--- config.mk ---
export PLATFORM = sky130hd
export DESIGN_NAME = video_mem_sequencer
export DESIGN_NICKNAME = d
export VERILOG_FILES = /design/src/rtl/video_mem_sequencer_pkg.sv /design/src/rtl/video_mem_sequencer.sv
export SDC_FILE = /design/constraint.sdc
export NUM_CORES = 1
export LEC_CHECK = 0
export CAP_MARGIN = 5
export CELL_PAD_IN_SITES_DETAIL_PLACEMENT = 2
export CELL_PAD_IN_SITES_GLOBAL_PLACEMENT = 2
export CORE_AREA = 2 2 106 108
export CTS_CLUSTER_SIZE = 8
export DETAILED_ROUTE_END_ITERATION = 7
export DIE_AREA = 0 0 108 110
export PLACE_DENSITY = 0.92
export SETUP_SLACK_MARGIN = 0.3
export SLEW_MARGIN = 0
export SYNTH_ARGS = -nofsm -noshare
export SYNTH_HDL_FRONTEND = slang
export SYNTH_SLANG_ARGS = --single-unit
--- constraint.sdc ---
create_clock -name clk -period 3.7 [get_ports clk]
set_input_delay 1.11 -clock clk [delete_from_list [all_inputs] [get_ports clk]]
set_output_delay 1.11 -clock clk [all_outputs]
set_load 0.03 [all_outputs]
--- src/rtl/video_mem_sequencer_pkg.sv ---
// video_mem_sequencer_pkg
// Shared constants for the SRAM time-multiplexing sequencer. A character time
// is 16 clocks. It holds a CPU slot, a video-RAM fetch slot, a char-ROM fetch
// slot and an idle cycle that carries the CPU advance pulse. The default SRAM
// geometry places video RAM and the character ROM in the shared SRAM.
package video_mem_sequencer_pkg;

    typedef logic [3:0] cycle_t;

    localparam int          DEF_RAM_ADDR_WIDTH = 17;
    localparam logic [16:0] DEF_VRAM_BASE      = 17'h08000;
    localparam logic [16:0] DEF_CHAR_ROM_BASE  = 17'h10800;

    localparam cycle_t CPU_START    = 4'd0;
    localparam cycle_t VRAM_START   = 4'd5;
    localparam cycle_t ROM_START    = 4'd10;
    localparam cycle_t CPU_EN_CYCLE = 4'd15;

endpackage

--- src/rtl/video_mem_sequencer.sv ---
// video_mem_sequencer
// Shares one external SRAM between the CPU and the video fetch path. A
// free-running 4-bit counter splits each 16-clock character time into slots:
//   cycles 0-4   CPU access (read or write)
//   cycles 5-9   video-RAM fetch    (only when video_en was high at cycle 0)
//   cycles 10-14 char-ROM fetch     (only when video_en was high at cycle 0)
//   cycle 15     idle, cpu_en pulse
// Every output is a flop. The counter holds the number of the cycle whose
// outputs are loaded on the next clock edge. As a result, the first edge
// after reset release starts cycle 0.
// Ports:
//   clk, reset_n                      clock and synchronous active-low reset
//   video_en                          enable for the two video fetch slots
//   cpu_addr/cpu_wr_data/cpu_we       CPU request, sampled when cycle 0 starts
//   cpu_en                            one-clock pulse in cycle 15
//   cpu_rd_data                       last byte read by the CPU slot
//   video_addr                        fetch address from the video block
//   video_ram_strobe/video_rom_strobe fetch slot strobes
//   video_data                        last fetched byte
//   ram_addr/ram_data_out/ram_data_oe SRAM address and write data bus
//   ram_data_in                       SRAM read data
//   ram_oe_n/ram_we_n                 active-low SRAM enables
module video_mem_sequencer
    import video_mem_sequencer_pkg::*;
#(
    parameter int                        RAM_ADDR_WIDTH = DEF_RAM_ADDR_WIDTH,
    parameter logic [RAM_ADDR_WIDTH-1:0] VRAM_BASE      = RAM_ADDR_WIDTH'(DEF_VRAM_BASE),
    parameter logic [RAM_ADDR_WIDTH-1:0] CHAR_ROM_BASE  = RAM_ADDR_WIDTH'(DEF_CHAR_ROM_BASE)
) (
    input  logic                      clk,
    input  logic                      reset_n,
    input  logic                      video_en,
    input  logic [15:0]               cpu_addr,
    input  logic [7:0]                cpu_wr_data,
    input  logic                      cpu_we,
    output logic                      cpu_en,
    output logic [7:0]                cpu_rd_data,
    input  logic [11:0]               video_addr,
    output logic                      video_ram_strobe,
    output logic                      video_rom_strobe,
    output logic [7:0]                video_data,
    output logic [RAM_ADDR_WIDTH-1:0] ram_addr,
    output logic [7:0]                ram_data_out,
    output logic                      ram_data_oe,
    input  logic [7:0]                ram_data_in,
    output logic                      ram_oe_n,
    output logic                      ram_we_n
);

    cycle_t                    cnt_q, cnt_d;
    logic                      cpu_we_q, cpu_we_d;
    logic                      video_act_q, video_act_d;
    logic                      cpu_en_q, cpu_en_d;
    logic [7:0]                cpu_rd_data_q, cpu_rd_data_d;
    logic                      video_ram_strobe_q, video_ram_strobe_d;
    logic                      video_rom_strobe_q, video_rom_strobe_d;
    logic [7:0]                video_data_q, video_data_d;
    logic [RAM_ADDR_WIDTH-1:0] ram_addr_q, ram_addr_d;
    logic [7:0]                ram_data_out_q, ram_data_out_d;
    logic                      ram_data_oe_q, ram_data_oe_d;
    logic                      ram_oe_n_q, ram_oe_n_d;
    logic                      ram_we_n_q, ram_we_n_d;
    logic [RAM_ADDR_WIDTH-1:0] fetch_addr;

    // Bit 11 of the video address selects the char ROM. Otherwise the fetch
    // goes to video RAM. Any carry past the SRAM width is dropped.
    assign fetch_addr = (video_addr[11] ? CHAR_ROM_BASE : VRAM_BASE)
                        + RAM_ADDR_WIDTH'(video_addr[10:0]);

    // Slot decode. By default the enables and strobes are inactive and the
    // data/address registers hold their values. Each case item loads the
    // outputs for the cycle that the counter names. Read data is captured on
    // the edge that ends the last enable cycle of the access.
    always_comb begin
        cnt_d              = cnt_q + 4'd1;
        cpu_we_d           = cpu_we_q;
        video_act_d        = video_act_q;
        cpu_en_d           = 1'b0;
        cpu_rd_data_d      = cpu_rd_data_q;
        video_ram_strobe_d = 1'b0;
        video_rom_strobe_d = 1'b0;
        video_data_d       = video_data_q;
        ram_addr_d         = ram_addr_q;
        ram_data_out_d     = ram_data_out_q;
        ram_data_oe_d      = 1'b0;
        ram_oe_n_d         = 1'b1;
        ram_we_n_d         = 1'b1;

        case (cnt_q)
            CPU_START: begin
                cpu_we_d       = cpu_we;
                video_act_d    = video_en;
                ram_addr_d     = RAM_ADDR_WIDTH'(cpu_addr);
                ram_data_out_d = cpu_wr_data;
            end
            CPU_START + 4'd1, CPU_START + 4'd2, CPU_START + 4'd3: begin
                if (cpu_we_q) begin
                    ram_we_n_d    = 1'b0;
                    ram_data_oe_d = 1'b1;
                end else begin
                    ram_oe_n_d    = 1'b0;
                end
            end
            CPU_START + 4'd4: begin
                if (!cpu_we_q) begin
                    cpu_rd_data_d = ram_data_in;
                end
            end
            VRAM_START: begin
                video_ram_strobe_d = video_act_q;
            end
            VRAM_START + 4'd1: begin
                video_ram_strobe_d = video_act_q;
                if (video_act_q) begin
                    ram_addr_d = fetch_addr;
                    ram_oe_n_d = 1'b0;
                end
            end
            VRAM_START + 4'd2, VRAM_START + 4'd3: begin
                video_ram_strobe_d = video_act_q;
                ram_oe_n_d         = !video_act_q;
            end
            VRAM_START + 4'd4: begin
                if (video_act_q) begin
                    video_data_d = ram_data_in;
                end
            end
            ROM_START: begin
                video_rom_strobe_d = video_act_q;
            end
            ROM_START + 4'd1: begin
                video_rom_strobe_d = video_act_q;
                if (video_act_q) begin
                    ram_addr_d = fetch_addr;
                    ram_oe_n_d = 1'b0;
                end
            end
            ROM_START + 4'd2, ROM_START + 4'd3: begin
                video_rom_strobe_d = video_act_q;
                ram_oe_n_d         = !video_act_q;
            end
            ROM_START + 4'd4: begin
                if (video_act_q) begin
                    video_data_d = ram_data_in;
                end
            end
            CPU_EN_CYCLE: begin
                cpu_en_d = 1'b1;
            end
            default: begin
            end
        endcase
    end

    // State and output registers. Reset aborts any access in progress and
    // restarts the character time from cycle 0.
    always_ff @(posedge clk) begin
        if (!reset_n) begin
            cnt_q              <= CPU_START;
            cpu_we_q           <= 1'b0;
            video_act_q        <= 1'b0;
            cpu_en_q           <= 1'b0;
            cpu_rd_data_q      <= 8'h00;
            video_ram_strobe_q <= 1'b0;
            video_rom_strobe_q <= 1'b0;
            video_data_q       <= 8'h00;
            ram_addr_q         <= '0;
            ram_data_out_q     <= 8'h00;
            ram_data_oe_q      <= 1'b0;
            ram_oe_n_q         <= 1'b1;
            ram_we_n_q         <= 1'b1;
        end else begin
            cnt_q              <= cnt_d;
            cpu_we_q           <= cpu_we_d;
            video_act_q        <= video_act_d;
            cpu_en_q           <= cpu_en_d;
            cpu_rd_data_q      <= cpu_rd_data_d;
            video_ram_strobe_q <= video_ram_strobe_d;
            video_rom_strobe_q <= video_rom_strobe_d;
            video_data_q       <= video_data_d;
            ram_addr_q         <= ram_addr_d;
            ram_data_out_q     <= ram_data_out_d;
            ram_data_oe_q      <= ram_data_oe_d;
            ram_oe_n_q         <= ram_oe_n_d;
            ram_we_n_q         <= ram_we_n_d;
        end
    end

    assign cpu_en           = cpu_en_q;
    assign cpu_rd_data      = cpu_rd_data_q;
    assign video_ram_strobe = video_ram_strobe_q;
    assign video_rom_strobe = video_rom_strobe_q;
    assign video_data       = video_data_q;
    assign ram_addr         = ram_addr_q;
    assign ram_data_out     = ram_data_out_q;
    assign ram_data_oe      = ram_data_oe_q;
    assign ram_oe_n         = ram_oe_n_q;
    assign ram_we_n         = ram_we_n_q;

endmodule
Yosys cells after proc, flatten, opt, wreduce, memory -nomap -nowiden
Cells that the tools add are included.
Storage, ports and cells
  register bits: 53
  latch bits: 0
  RAM bits: 0
  memory bits (read-only): 0
  input bits: 48
  output and inout port bits: 47
  logic and storage cells: 55
  memories: 0
Operators by class
  $add $sub $neg: 2
  multiply operators: 0
  divide/modulo/power cells: 0
  $lt $le $gt $ge: 0
  equal/unequal tests: 16
  shift-type cells: 0
  mux-type cells: 8
  bitwise gates (word level): 1
  reductions and logical operators: 15
Operator list (number)
  17-bit 2-to-1 mux: 2
  17-bit case mux with 2 select lines: 1
  4-bit == test, second input constant: 8
  17-bit by 11-bit adder with 17-bit output: 1
  4-bit by 3-bit == test with 1-bit output, second input constant: 4
  2-bit AND reduction: 6
  4-bit OR reduction: 3
  4-bit by 2-bit == test with 1-bit output, second input constant: 2
  4-bit by 1-bit adder with 4-bit output, second input constant: 1
  4-bit by 1-bit == test with 1-bit output, second input constant: 1
  4-bit logical NOT: 1
  1-bit 2-to-1 mux: 4
  2-bit OR reduction: 2
  1-bit case mux with 3 select lines: 1
  3-bit OR reduction: 1
  2-bit by 1-bit inequality test with 1-bit output, second input constant: 1
  2-bit nonzero test: 1
  1-bit logical NOT: 1
  1-bit NOT: 1

Depth between registers and ports, before layout
  word-level depth: 4
  mapped depth: 7
  gate-level depth less buffers: 5

Least setup slack after synthesis
OpenSTA, ideal clock, no wires.
  kind: input to register
  start: in reset_n
  end: reg ram_oe_n_q, in the netlist ram_oe_n
  library setup time: 137 ps
  data arrival time: 1962 ps
  required time: 3563 ps
  path slack: 1601 ps
  stages: 4
  path buffers: 1
  cell sequence: buf_2 > clkinv_1 > nor4_1 > a22oi_1
RTL lines
  start, declared: RTL line video_mem_sequencer.sv:31  | input logic reset_n,
  end signal, assigned: RTL line video_mem_sequencer.sv:184  | ram_oe_n_q <= ram_oe_n_d;
  end, declared: RTL line video_mem_sequencer.sv:61  | logic ram_oe_n_q, ram_oe_n_d;

Final worst setup path
  start: reg ram_addr_q[12], in the netlist ram_addr[12]
  end: out ram_addr[12]
RTL lines
  start, declared: RTL line video_mem_sequencer.sv:58  | logic [RAM_ADDR_WIDTH-1:0] ram_addr_q, ram_addr_d;
  start signal, assigned: RTL line video_mem_sequencer.sv:181  | ram_addr_q <= ram_addr_d;
  end, declared: RTL line video_mem_sequencer.sv:42  | output logic [RAM_ADDR_WIDTH-1:0] ram_addr,
No word-level cell between the ends.

==> run summary <==
Layout Skew: 5.381 ps
R2R setup slack: 1320 ps
Post-CTS Setup Inserts: 0
Post-synth top area share: 37.66%
CTS H-tree depth: 2
Post-synth top cells: 53 x dfxtp_1, 50 x nand2_1, 36 x o21ai_0
Count of port buffers added during placement: 94
R2R Path End: ram_addr[11]
Total Routing Usage GR: 17.54%
Required @ worst endpoint: 2590 ps
Maximum VDD drop: 0.1581 mV
Max cap viols: 0
Hold_buf cts: 0
Largest net degree at the start of global routing: 51
Fin cells: 572
Yosys cell types: 43
Post-synth top flop: dfxtp_1
Final ANT Viol Nets: 0
I/O Pins: 95
R2R depth: 3
Pwr per Cell Area: 343.0 nW/µm²
Top delay family on crit path: buffers and inverters
Core Util, Final: 36.53%
RSZ-0062 raised after global routing: false
Final Power: 0.001340 W
Vias in the first global route: 3167
Gpl congestion: 0.7545
Seq/Total Area, Yosys: 37.66%
Via count: 2922
Chip height: 110 µm
CP max stage cell: clkdlybuf4s50_1
Post-DR wirelength/cell: 18.22 µm
WP buf/inv: 1
First-pass GRT wire length: 16560 µm
Min Hold Slack: 455.8 ps
Via/cell ratio: 5.108
Total wire length: 10420 µm
Hpwl dp: 7548 µm
Area of the die: 11880 µm²
Post-route setup TNS: 0 ps
Dpl cells: 563
Most frequent cell after synthesis: dfxtp_1
Worst-Skew Late Latency: 310 ps
Top cells by area, synth: dfxtp_1 38%, nand2_1 6.7%, o21ai_0 6.4%, nor3b_1 6.4%, nor2_1 4.5%
Layout net count: 483
Worst min path class: reg2reg
Drt first-iter violations: 132
Final period util: 67.35%
Critical path class: reg2out
Initial antenna violation count: 1
Crit path arrival time: 1380 ps
Ys async rst share: 0%
Fraction of layout cells with a size suffix above 1: 4.640%
Reg-to-reg startpoint: cnt_q[3]
Max stage delay on crit path: 690 ps
TritonCTS clock tree: done
Leakage power: 1.410 nW
Clock tree buffer depth: 2
Avg Cell Area, Syn: 7.893 µm²
Crit-path cells: clkdlybuf4s50_1
Final setup fails: 0
Hold path start: cpu_we_q
Layout Area Growth over Synthesis: 38.68%
Initial Util: 26.34%
CTS clock-pin slew for the worst setup and hold paths: 100 ps
Syn Nets: 410
Least-Margin Pin Slew: 1117 ps
Synthesized flop and latch total: 53
Yosys top cell by area: dfxtp_1
Mapped Area: 2818 µm²
Worst hold path depth: 1
TritonCTS Buffers: 5
Core Footprint: 10700 µm²
Hold Fails Final Rpt: 0
Die width: 108 µm
Critical path endpoint category: primary output
DRT Pass-1 Iters: 4
EDFF count, synth: 0
Critical Path Start Type: flip-flop
Post-Synthesis Cells: 357
Drt drc: 0
Core Rows: 38
Outcome: finished clean
Max Freq: 0.4013 GHz
Max Slew Vio Count: 0
Hold endpoint: ram_we_n
Crit-path max FO: 2
Period minus WS final: 2492 ps
Slew margin rel.: 25.45%
Root buffer cell: clkbuf_8
Grt ovf: 0
# resized after CTS: 0
Clock Sinks: 53
Synthesis warning total: 0
[metal layers]
metal  wire [µm]  global-route usage (%)
met3         292                   2.175
met5           0                       0
met4         269                   6.868
met1        4359                   20.75
met2        5499                   32.26
[flip-flops by register name, summed over array words and instances, names as in the netlist, 4 cells and up]
signal	cells
cpu_rd_data	8
ram_data_out	8
video_data	8
ram_addr	17
cnt_q	4
[placed cells by master (no fill, tap or decap), types with 7 or more instances in the layout]
cell type / instances
mux2i_1: 9
clkdlybuf4s50_1: 94
nor2b_1: 13
nand2_1: 50
dfxtp_1: 52
o21ai_0: 36
nor2_1: 34
a41o_1: 11
nand3_1: 11
nor4_1: 13
a21oi_1: 23
buf_4: 7
nor3b_1: 24
[cell type report]
type	instances	area (µm²)
Timing Repair Buffer	101	993.5
Fill cell	1221	6790
Tap cell	140	175.2
Antenna cell	1	2.502
Multi-Input combinational cell	265	1572
Clock inverter	2	15.01
Clock buffer	6	72.57
Sequential cell	53	1062
Inverter	4	15.01
[power by group]
group,switching [W],internal [W]
clock network,0.000200,0.000134
registers,0.0000307,0.000607
logic,0.000205,0.000163
[kinds of logic after synthesis]
family / synth area share [%]
buf+inv: 7.016
xor+xnor: 0.6218
fa+ha+maj: 2.220
compound gates: 17.58
mux: 3.597
simple gates: 31.31
flops: 37.66
[through the flow]
step                setup slack, ps  cell area, µm²
finish                         1208            3908
global route                   1112            3908
CTS                            1200            3905
detailed placement            925.4            3817
global placement               1114            3817
floorplan                      1601            2818
[worst max-delay path by stage]
stage / start / endpoint / cells after the start
5_1_grt: cnt_q[3] / ram_addr[11] / 3
4_1_cts: ram_addr[12] / ram_addr[12] / 1
3_5_place_dp: reset_n / ram_oe_n / 4
6_report: ram_addr[12] / ram_addr[12] / 1
3_3_place_gp: reset_n / ram_addr[8] / 4
2_1_floorplan: reset_n / ram_oe_n / 4
Power figures use the tool's default switching activity.
